--- src/rtl/pkt_bufid_free_list_manager_if.sv ---
`default_nettype none
// ---------------------------------------------------------------------------
// pkt_bufid_free_list_manager_if : allocate/release/status bundle for the
// bufid free-list manager.   Rev 1.0
// ---------------------------------------------------------------------------
interface pkt_bufid_free_list_manager_if #(
  parameter int BUFID_W = 8
);
  logic               i_bufid_rd;
  logic               o_bufid_valid;
  logic [BUFID_W-1:0] ov_bufid;
  logic               i_bufid_wr;
  logic [BUFID_W-1:0] iv_bufid;
  logic [8:0]         ov_free_pkt_bufid_num;
  logic               o_init_done;
  logic               o_underflow_err;
  logic               o_dup_release_err;

  modport master (
    output i_bufid_rd, i_bufid_wr, iv_bufid,
    input  o_bufid_valid, ov_bufid, ov_free_pkt_bufid_num,
           o_init_done, o_underflow_err, o_dup_release_err
  );

  modport slave (
    input  i_bufid_rd, i_bufid_wr, iv_bufid,
    output o_bufid_valid, ov_bufid, ov_free_pkt_bufid_num,
           o_init_done, o_underflow_err, o_dup_release_err
  );
endinterface
`default_nettype wire

--- src/rtl/pkt_bufid_free_list_manager.sv ---
`default_nettype none
// ---------------------------------------------------------------------------
// pkt_bufid_free_list_manager : circular free list of packet buffer IDs with
// a presence bitmap guarding against duplicate releases.   Rev 1.0
// ---------------------------------------------------------------------------
module pkt_bufid_free_list_manager #(
  parameter int BUFID_NUM = 256,
  parameter int BUFID_W   = 8
) (
  input  wire logic                    i_clk,
  input  wire logic                    i_rst,
  pkt_bufid_free_list_manager_if.slave bus
);

  localparam logic [0:0]         ST_INIT = 1'b0;
  localparam logic [0:0]         ST_RUN  = 1'b1;
  localparam logic [BUFID_W-1:0] LAST_ID = BUFID_W'(BUFID_NUM - 1);

  logic [0:0]           state_q, state_d;
  logic [BUFID_W-1:0]   rptr_q, rptr_d;
  logic [BUFID_W-1:0]   wptr_q, wptr_d;
  logic [8:0]           count_q, count_d;
  logic [BUFID_NUM-1:0] bitmap_q, bitmap_d;
  logic                 init_done_q, init_done_d;
  logic                 valid_q, valid_d;
  logic                 under_q, under_d;
  logic                 dup_q, dup_d;

  logic [BUFID_W-1:0]   mem_q [BUFID_NUM];
  logic                 mem_we;
  logic [BUFID_W-1:0]   mem_wdata;

  logic                 run;
  logic                 pop;
  logic                 id_in_range;
  logic                 rel_ok;
  logic                 rel_bad;
  logic [BUFID_W-1:0]   head_id;

  function automatic logic [BUFID_W-1:0] next_ptr(input logic [BUFID_W-1:0] p);
    return (p == LAST_ID) ? '0 : p + 1'b1;
  endfunction

  assign run         = (state_q == ST_RUN);
  assign head_id     = mem_q[rptr_q];
  assign pop         = run && bus.i_bufid_rd && valid_q;
  assign id_in_range = (32'(bus.iv_bufid) < 32'(BUFID_NUM));
  // Presence is judged on the pre-pop bitmap, so releasing the id being popped counts as a duplicate.
  assign rel_ok      = run && bus.i_bufid_wr && id_in_range && !bitmap_q[bus.iv_bufid];
  assign rel_bad     = run && bus.i_bufid_wr && !(id_in_range && !bitmap_q[bus.iv_bufid]);

  always_comb begin
    state_d     = state_q;
    rptr_d      = rptr_q;
    wptr_d      = wptr_q;
    count_d     = count_q;
    bitmap_d    = bitmap_q;
    init_done_d = init_done_q;
    under_d     = 1'b0;
    dup_d       = 1'b0;
    mem_we      = 1'b0;
    mem_wdata   = wptr_q;

    case (state_q)
      ST_INIT: begin
        // Seed the list with ids in ascending order; the write pointer doubles as the id.
        mem_we           = 1'b1;
        mem_wdata        = wptr_q;
        wptr_d           = next_ptr(wptr_q);
        count_d          = count_q + 9'd1;
        bitmap_d[wptr_q] = 1'b1;
        if (wptr_q == LAST_ID) begin
          state_d     = ST_RUN;
          init_done_d = 1'b1;
        end
      end
      ST_RUN: begin
        under_d = bus.i_bufid_rd && !valid_q;
        dup_d   = rel_bad;
        if (pop) begin
          rptr_d            = next_ptr(rptr_q);
          bitmap_d[head_id] = 1'b0;
        end
        if (rel_ok) begin
          mem_we                 = 1'b1;
          mem_wdata              = bus.iv_bufid;
          wptr_d                 = next_ptr(wptr_q);
          bitmap_d[bus.iv_bufid] = 1'b1;
        end
        count_d = count_q + 9'(rel_ok) - 9'(pop);
      end
      default: begin
        state_d = ST_INIT;
      end
    endcase

    valid_d = (count_d != 9'd0) && init_done_d;
  end

  always_ff @(posedge i_clk or posedge i_rst) begin
    if (i_rst) begin
      state_q     <= ST_INIT;
      rptr_q      <= '0;
      wptr_q      <= '0;
      count_q     <= '0;
      bitmap_q    <= '0;
      init_done_q <= 1'b0;
      valid_q     <= 1'b0;
      under_q     <= 1'b0;
      dup_q       <= 1'b0;
    end else begin
      state_q     <= state_d;
      rptr_q      <= rptr_d;
      wptr_q      <= wptr_d;
      count_q     <= count_d;
      bitmap_q    <= bitmap_d;
      init_done_q <= init_done_d;
      valid_q     <= valid_d;
      under_q     <= under_d;
      dup_q       <= dup_d;
    end
  end

  // Array contents are don't-care until INIT rewrites them, so no reset here.
  always_ff @(posedge i_clk) begin
    if (mem_we) begin
      mem_q[wptr_q] <= mem_wdata;
    end
  end

  assign bus.o_bufid_valid         = valid_q;
  assign bus.ov_bufid              = valid_q ? head_id : '0;
  assign bus.ov_free_pkt_bufid_num = count_q;
  assign bus.o_init_done           = init_done_q;
  assign bus.o_underflow_err       = under_q;
  assign bus.o_dup_release_err     = dup_q;

endmodule
`default_nettype wire

--- src/flat_wrapper.sv ---
// flat-port wrapper written by rule: the top's interface ports become plain ports
module pkt_bufid_free_list_manager_flat 
#(
  parameter int BUFID_NUM = 256,
  parameter int BUFID_W   = 8
)
  (i_clk, i_rst, bus_i_bufid_rd, bus_i_bufid_wr, bus_iv_bufid, bus_o_bufid_valid, bus_ov_bufid, bus_ov_free_pkt_bufid_num, bus_o_init_done, bus_o_underflow_err, bus_o_dup_release_err);
  pkt_bufid_free_list_manager_if #(.BUFID_W(BUFID_W)) bus_i ();
  input  wire logic i_clk;
  input  wire logic i_rst;
  input wire logic [$bits(bus_i.i_bufid_rd)-1:0] bus_i_bufid_rd;
  input wire logic [$bits(bus_i.i_bufid_wr)-1:0] bus_i_bufid_wr;
  input wire logic [$bits(bus_i.iv_bufid)-1:0] bus_iv_bufid;
  output wire logic [$bits(bus_i.o_bufid_valid)-1:0] bus_o_bufid_valid;
  output wire logic [$bits(bus_i.ov_bufid)-1:0] bus_ov_bufid;
  output wire logic [$bits(bus_i.ov_free_pkt_bufid_num)-1:0] bus_ov_free_pkt_bufid_num;
  output wire logic [$bits(bus_i.o_init_done)-1:0] bus_o_init_done;
  output wire logic [$bits(bus_i.o_underflow_err)-1:0] bus_o_underflow_err;
  output wire logic [$bits(bus_i.o_dup_release_err)-1:0] bus_o_dup_release_err;
  assign bus_i.i_bufid_rd = bus_i_bufid_rd;
  assign bus_i.i_bufid_wr = bus_i_bufid_wr;
  assign bus_i.iv_bufid = bus_iv_bufid;
  assign bus_o_bufid_valid = bus_i.o_bufid_valid;
  assign bus_ov_bufid = bus_i.ov_bufid;
  assign bus_ov_free_pkt_bufid_num = bus_i.ov_free_pkt_bufid_num;
  assign bus_o_init_done = bus_i.o_init_done;
  assign bus_o_underflow_err = bus_i.o_underflow_err;
  assign bus_o_dup_release_err = bus_i.o_dup_release_err;
  pkt_bufid_free_list_manager #(.BUFID_NUM(BUFID_NUM), .BUFID_W(BUFID_W)) u_core (.i_clk(i_clk), .i_rst(i_rst), .bus(bus_i));
endmodule
--- config.mk ---
export PLATFORM = sky130hd
export DESIGN_NAME = pkt_bufid_free_list_manager_flat
export DESIGN_NICKNAME = d
export VERILOG_FILES = /design/src/rtl/pkt_bufid_free_list_manager_if.sv /design/src/rtl/pkt_bufid_free_list_manager.sv /design/src/flat_wrapper.sv
export SDC_FILE = /design/constraint.sdc
export NUM_CORES = 2
export LEC_CHECK = 0
export BUFFER_PORTS_ARGS = -buffer_cell sky130_fd_sc_hd__buf_2
export CELL_PAD_IN_SITES_DETAIL_PLACEMENT = 1
export CELL_PAD_IN_SITES_GLOBAL_PLACEMENT = 1
export CORE_UTILIZATION = 55
export CTS_BUF_LIST = sky130_fd_sc_hd__clkbuf_8
export CTS_CLUSTER_SIZE = 24
export DETAILED_ROUTE_END_ITERATION = 7
export PLACE_DENSITY = 0.77
export SLEW_MARGIN = 20
export SYNTH_ARGS = -nofsm -noshare
export SYNTH_HDL_FRONTEND = slang
export SYNTH_SLANG_ARGS = --single-unit
--- constraint.sdc ---
create_clock -name i_clk -period 20.8 [get_ports i_clk]
set_clock_uncertainty 0.15 [all_clocks]
set_input_delay 2.08 -clock i_clk [delete_from_list [all_inputs] [get_ports i_clk]]
set_output_delay 2.08 -clock i_clk [all_outputs]
set_load 0.05 [all_outputs]
# == Word level (Yosys, flattened, before mapping) ==
# Memories as Yosys holds them, arrays and structs flattened.
# Cells that the tools add are included.
# totals
reg_bits,286
latchBits,0
mem_bits_rw,2048
rom_bits,0
in_bits,12
out_inout_bits,21
wordCells,73
mem_count,1
# memory_table
name,words,width,rd,rd_clocked_by_memory_dff,write_ports,line,rtl
u_core.mem_q,256,8,1,0,1,pkt_bufid_free_list_manager.sv:29,logic [BUFID_W-1:0] mem_q [BUFID_NUM];
# classes
n_addsub,5
mul,0
div,0
order_cmp,6
n_eq_ne,3
n_shift,0
n_mux,30
n_bitwise,5
reduce_logical,14
# ops
operator,n
256-bit two-way mux,3
256-bit OR,2
256-bit case mux with 2 select lines,1
256-bit bitwise AND,1
256-bit inverter,1
8-bit two-way mux,5
8-bit case mux with 2 select lines,2
8-bit by 9-bit < comparator with 1-bit output (second input constant),3
1-bit demux with 8-bit select,3
8-bit by 1-bit >= comparator with 1-bit output (second input constant),3
9-bit case mux with 2 select lines,1
8-bit by 1-bit adder with 8-bit output (second input constant),2
8-bit == test (second input constant),2
1-bit two-way mux,13
1-bit logical AND,10
9-bit by 1-bit adder with 9-bit output,1
9-bit by 1-bit adder with 9-bit output (second input constant),1
9-bit nonzero test,1
9-bit by 1-bit subtractor with 9-bit output,1
1-bit binary-select mux with 8-bit select,1
1-bit zero test,2
2-bit != test (second input constant),1
1-bit case mux with 2 select lines,1
2-bit AND reduction,1
1-bit inverter,1

# == Longest topological paths before layout ==
# An unclocked memory read counts as a cell.
# depth
ltp_word,12
ltp_mapped,25
depth_no_buf,20

# == Worst setup path before layout ==
# OpenSTA, ideal clock, no wires.
# synth_path
path_kind,in2reg
startpoint,input port bus_iv_bufid[1]
endpoint,memory u_core.mem_q[0][2] (data pin)
setup_time_ns,2.192
t_arrival_ns,14.754
t_required_ns,18.458
path_slack_ns,3.704
path_stages,13
n_path_buf,5
cell_sequence,clkbuf_1 buf_2 buf_2 clkbuf_1 mux4_2 a22oi_1 a21boi_0 o21ai_0 o2111ai_1 nor3_2 buf_2 nand2_1 o21ai_0
# synth_between
elab_chain_cells,6
# synth_lines
element,line,rtl
"start, declared",flat_wrapper.sv:13,input wire logic [$bits(bus_i.iv_bufid)-1:0] bus_iv_bufid;
1-bit binary-select mux with 8-bit select,pkt_bufid_free_list_manager.sv:49,assign rel_ok = run && bus.i_bufid_wr && id_in_range && !bitmap_q[bus.iv_bufid];
1-bit two-way mux (implied by the code),pkt_bufid_free_list_manager.sv:49,
1-bit zero test,pkt_bufid_free_list_manager.sv:49,
1-bit logical AND,pkt_bufid_free_list_manager.sv:49,
8-bit two-way mux,pkt_bufid_free_list_manager.sv:84,if (rel_ok) begin
8-bit case mux with 2 select lines,pkt_bufid_free_list_manager.sv:64,case (state_q)
named net u_core.mem_wdata[2],pkt_bufid_free_list_manager.sv:31,logic [BUFID_W-1:0] mem_wdata;
"end, declared",pkt_bufid_free_list_manager.sv:29,
# The timed path passes the listed nets, and every way through them passes these cells. The select of a mux whose other input is x is not followed.

# == Worst setup path after layout ==
# layout_path
startpoint,register u_core.rptr_q[0]
endpoint,output port bus_ov_bufid[1]
# layout_between
elab_chain_cells,2
# layout_lines
element,line,rtl
"start, declared",pkt_bufid_free_list_manager.sv:20,"logic [BUFID_W-1:0] rptr_q, rptr_d;"
"start signal, assigned",pkt_bufid_free_list_manager.sv:113,rptr_q <= rptr_d;
memory 256 x 8 bit,n/a,
8-bit two-way mux,pkt_bufid_free_list_manager.sv:132,assign bus.ov_bufid = valid_q ? head_id : '0;
"end, declared",flat_wrapper.sv:15,output wire logic [$bits(bus_i.ov_bufid)-1:0] bus_ov_bufid;
# No other way between the ends.

==> key figures <==
Status
  • Status: complete, no violations

STA
  • Post-route setup TNS: 0 ns
  • Hold Violations, Final: 0
  • Period utilization: 0.481
  • Tmin final: roughly 10 ns
  • RSZ-0062 raised after global routing: false
  • Max Fclk: ~0.1 GHz
  • Max-slew violations: 0
  • Slew headroom: 0.189
  • Worst-Margin Slew: 1.22 ns
  • Setup violators final: 0
  • Hold_ws: 0.367 ns

Place
  • Post-DP HPWL: around 190000 um
  • Port Buf Inserts: 32
  • Routability congestion estimate: 0.932
  • Placed insts: between 7000 and 8000
  • Placed Area: between 0.1 and 0.15 mm^2

Pwr
  • Int Power: between 7 and 8 mW
  • Reg power frac: 0.534
  • Clock share of power: 0.325
  • Leakage: 35.7 nW
  • Combinational share of power: 0.141
  • Pwr dens: approximately 100 mW/mm^2
  • Psw: 3.20 mW
  • Worst vdd ir: 0.000101 V
  • Sw Ratio: 0.286

Run
  • Max Cap Viol: 0

Clocking
  • CTS Buffer Depth: 4
  • CTS root buf: clkbuf_8
  • CTS buffer count: between 300 and 400
  • Cts-stage hold buffer count: 0
  • TritonCTS clock tree: done
  • # clock sinks: 2334
  • Clock-pin slew on the worst setup and hold paths: about 0.060 ns
  • Max H-tree Level: 5
  • Setup Buffers After CTS: 0
  • Worst-Skew Late Latency: around 1.1 ns
  • Post-CTS Resized: 0

Floorplanning
  • # IOs: 33
  • Rows: ~150
  • Core Region: roughly 0.18 mm^2
  • DIE HEIGHT: about 420 um
  • Initial Util: 0.555
  • Chip width: 424 um
  • Die ar.: 0.180 mm^2

Setup path
  • Worst path most repeated cell: buf_4
  • Slowest stage delay, CP: between 0.9 and 1 ns
  • Arrival @ worst endpoint: about 7.8 ns
  • CP startpoint kind: flip-flop
  • Worst path slowest cell: a2111oi_2
  • Critical path class: flip-flop to output port
  • WP data required: ~19 ns
  • Crit-path cells: buf_4 -> buf_12 -> buf_4 -> mux4_2 -> mux2_2 -> a221oi_1 -> nor4_2 -> o32a_1 -> a2111oi_2 -> nor2_1 -> buf_2
  • Critical Path End Type: output port
  • Critical path fanouts, max: between 90 and 100

Global routing
  • Initial antenna violation count: 10
  • Number of global-route vias before repair: 62395
  • GRT Util Overall: 0.349
  • First-pass GRT wire length: approximately 450000 um
  • Grt ovf: 0
  • Largest net degree at the start of global routing: ~260

Drt
  • Via count: around 60000
  • First DRT Iteration DRCs: 8582
  • Final ANT Viol Nets: 0
  • WL final: 314000 um
  • Routed wire per std cell: roughly 37 um
  • First drt pass iteration count: 5
  • Detailed-route DRC error count: 0
  • Via density: between 7 and 8

Synth
  • Syn Std Cell Area: roughly 0.1 mm^2
  • Yosys cell types: 87
  • EDFF count, synth: a little over 2000
  • Total number of yosys warnings: 0
  • Post-synth ARST share: 0.123
  • Largest area contributor in the netlist: edfxtp_1
  • Cells after Synth: around 5800
  • Syn_nets: between 5000 and 6000
  • Synthesized area per cell: 17.0 um^2
  • Synth top area share: 0.627
  • FF+latch count, synth: between 2000 and 2500
  • Prevailing post-synth register cell: edfxtp_1
  • Area contributors post-synth: edfxtp_1 63%, mux4_2 12%, dfrtp_1 7.3%, a31oi_1 2.4%, mux2i_1 1.8%
  • Register area share after synthesis: 0.700

Final layout
  • Nets: just under 6000
  • Fraction of layout cells with a size suffix above 1: 0.207
  • Post-layout util: 0.608
  • Layout Cells excl Fill: roughly 8500
  • Design area: ~0.11 mm^2
  • Area growth syn-to-layout: 9.41%

Worst hold path
  • Hold WC Path Type: flip-flop to flip-flop
## synth_stat cells, types with 12 or more instances
cell type  count
o211ai_1      13
o22ai_1       18
o221ai_1      26
a221oi_1     110
buf_1         20
nor3_1        62
nand3_1       63
a22oi_1       86
clkbuf_1     231
a31oi_1      383
nand2b_1      12
ha_1          21
dfrtp_1      286
a211oi_1      24
o21ai_0       41
and2_1        23
o21ai_1       30
mux2_2        32
buf_2        109
and3_1        15
nand2_1      350
buf_4         35
mux2i_1      174
a22o_1        22
nor2_1       424
a21oi_1       83
edfxtp_1    2048
inv_1         35
xnor2_1       15
a21o_1       163
buf_6         38
o31ai_1       19
mux4_2       524
nor2b_1       27
## cell type report
type	instances	area [um^2]
multi-input cells	2955	27400
repair buffers	177	1450
inverters	44	178
flip-flops and latches	2334	68700
well taps	2340	2930
clock buffers	397	5460
fillers	15682	69300
clock inverters	253	1120
diodes	5	12.5
## per-stage QoR
step,power (mW),setup slack [ns]
after floorplan,7.08,3.70
after global placement,7.46,11.14
after detailed placement,7.58,11.14
after CTS,11.1,10.61
after global routing,11.5,10.43
final,11.2,10.79
## final timing paths
kind	from	endpoint	slack, ns	depth (start not counted)
min in group asynchronous	i_rst	u_core.bus.ov_free_pkt_bufid_num[7]	0.97	2
max in group asynchronous	i_rst	u_core.rptr_q[0]	17.90	3
min reg2reg	u_core.bus.o_init_done	u_core.bus.o_init_done	0.37	2
min	u_core.bus.o_init_done	u_core.bus.o_init_done	0.37	2
max reg2reg	u_core.rptr_q[0]	u_core.bitmap_q[237]	12.02	12
max	u_core.rptr_q[0]	bus_ov_bufid[1]	10.79	11
## state kept, by name (all words and copies together), names as in the netlist
name and count:
u_core.mem_q 2048, u_core.bitmap_q 256, u_core.bus.ov_free_pkt_bufid_num 9, u_core.rptr_q 8, u_core.wptr_q 8, u_core.bus.o_bufid_valid 1, u_core.bus.o_dup_release_err 1, u_core.bus.o_init_done 1
u_core.bus.o_underflow_err 1, u_core.run 1
## routing by layer
layer | track usage | vias to the layer above | wire, um
met5 | 0 | - | 83
met2 | 0.531 | 4228 | 145000
met1 | 0.469 | 31628 | 115000
li1 | - | 23717 | -
met4 | 0.171 | 12 | 16200
met3 | 0.0954 | 898 | 37200
## placed cells by master, fill, tap and decap left out, types with 12 or more instances in the layout
cell type / synthesis / final
a22o_1: 22 / 22
a21oi_1: 83 / 83
o21ai_4: 0 / 21
ha_1: 21 / 21
nor2_1: 424 / 400
edfxtp_1: 2048 / 2048
a22oi_1: 86 / 86
and2_1: 23 / 20
o21ai_1: 30 / 14
o22ai_1: 18 / 18
o211ai_1: 13 / 13
mux2_2: 32 / 29
dfrtp_1: 286 / 279
a221oi_1: 110 / 110
mux4_2: 524 / 524
nand2b_1: 12 / 12
a211oi_1: 24 / 24
o221ai_1: 26 / 26
clkinv_1: 6 / 94
a31oi_1: 383 / 382
nor3_1: 62 / 62
mux2i_1: 174 / 172
o31ai_1: 19 / 19
buf_2: 109 / 30
nand2_1: 350 / 349
inv_1: 35 / 151
xnor2_1: 15 / 15
buf_4: 35 / 134
o21ai_0: 41 / 36
nor2b_1: 27 / 23
nor2_2: 10 / 24
clkinv_2: 0 / 35
clkbuf_8: 0 / 397
a21o_1: 163 / 163
and3_1: 15 / 14
nand3_1: 63 / 63
## power by group through the flow
| stage | combinational (mW) | clock [mW] | sequential, mW |
|---|---|---|---|
| 6_report | 1.58 | 3.64 | 5.97 |
| 3_3_place_gp | 1.41 | 0 | 6.05 |
| 2_1_floorplan | 0.824 | 0 | 6.25 |
| 5_1_grt | 1.64 | 3.83 | 5.98 |
| 3_5_place_dp | 1.51 | 0 | 6.06 |
| 4_1_cts | 1.51 | 3.65 | 5.97 |
## kinds of logic (layout without fill, tap and decap cells)
kind of cell    count (synthesis)  in the layout  synth area share
mux                           732            732             0.142
compound gates               1119           1119            0.0805
other cells                     0              5                 0
flops                        2334           2334             0.700
buf+inv                       482            871            0.0246
fa+ha+maj                      22             22           0.00288
xor+xnor                       16             16           0.00143
simple gates                 1066           1066            0.0481
## worst max-delay path, delay by kind of cell, from the launching register on
| family | cells | cell delay (ns) |
|---|---|---|
| simple gates | 2 | 0.59 |
| mux | 2 | 0.94 |
| flops | 1 | 0.75 |
| buf+inv | 4 | 2.27 |
| compound gates | 3 | 1.94 |
(Power assumes the default switching activity.)
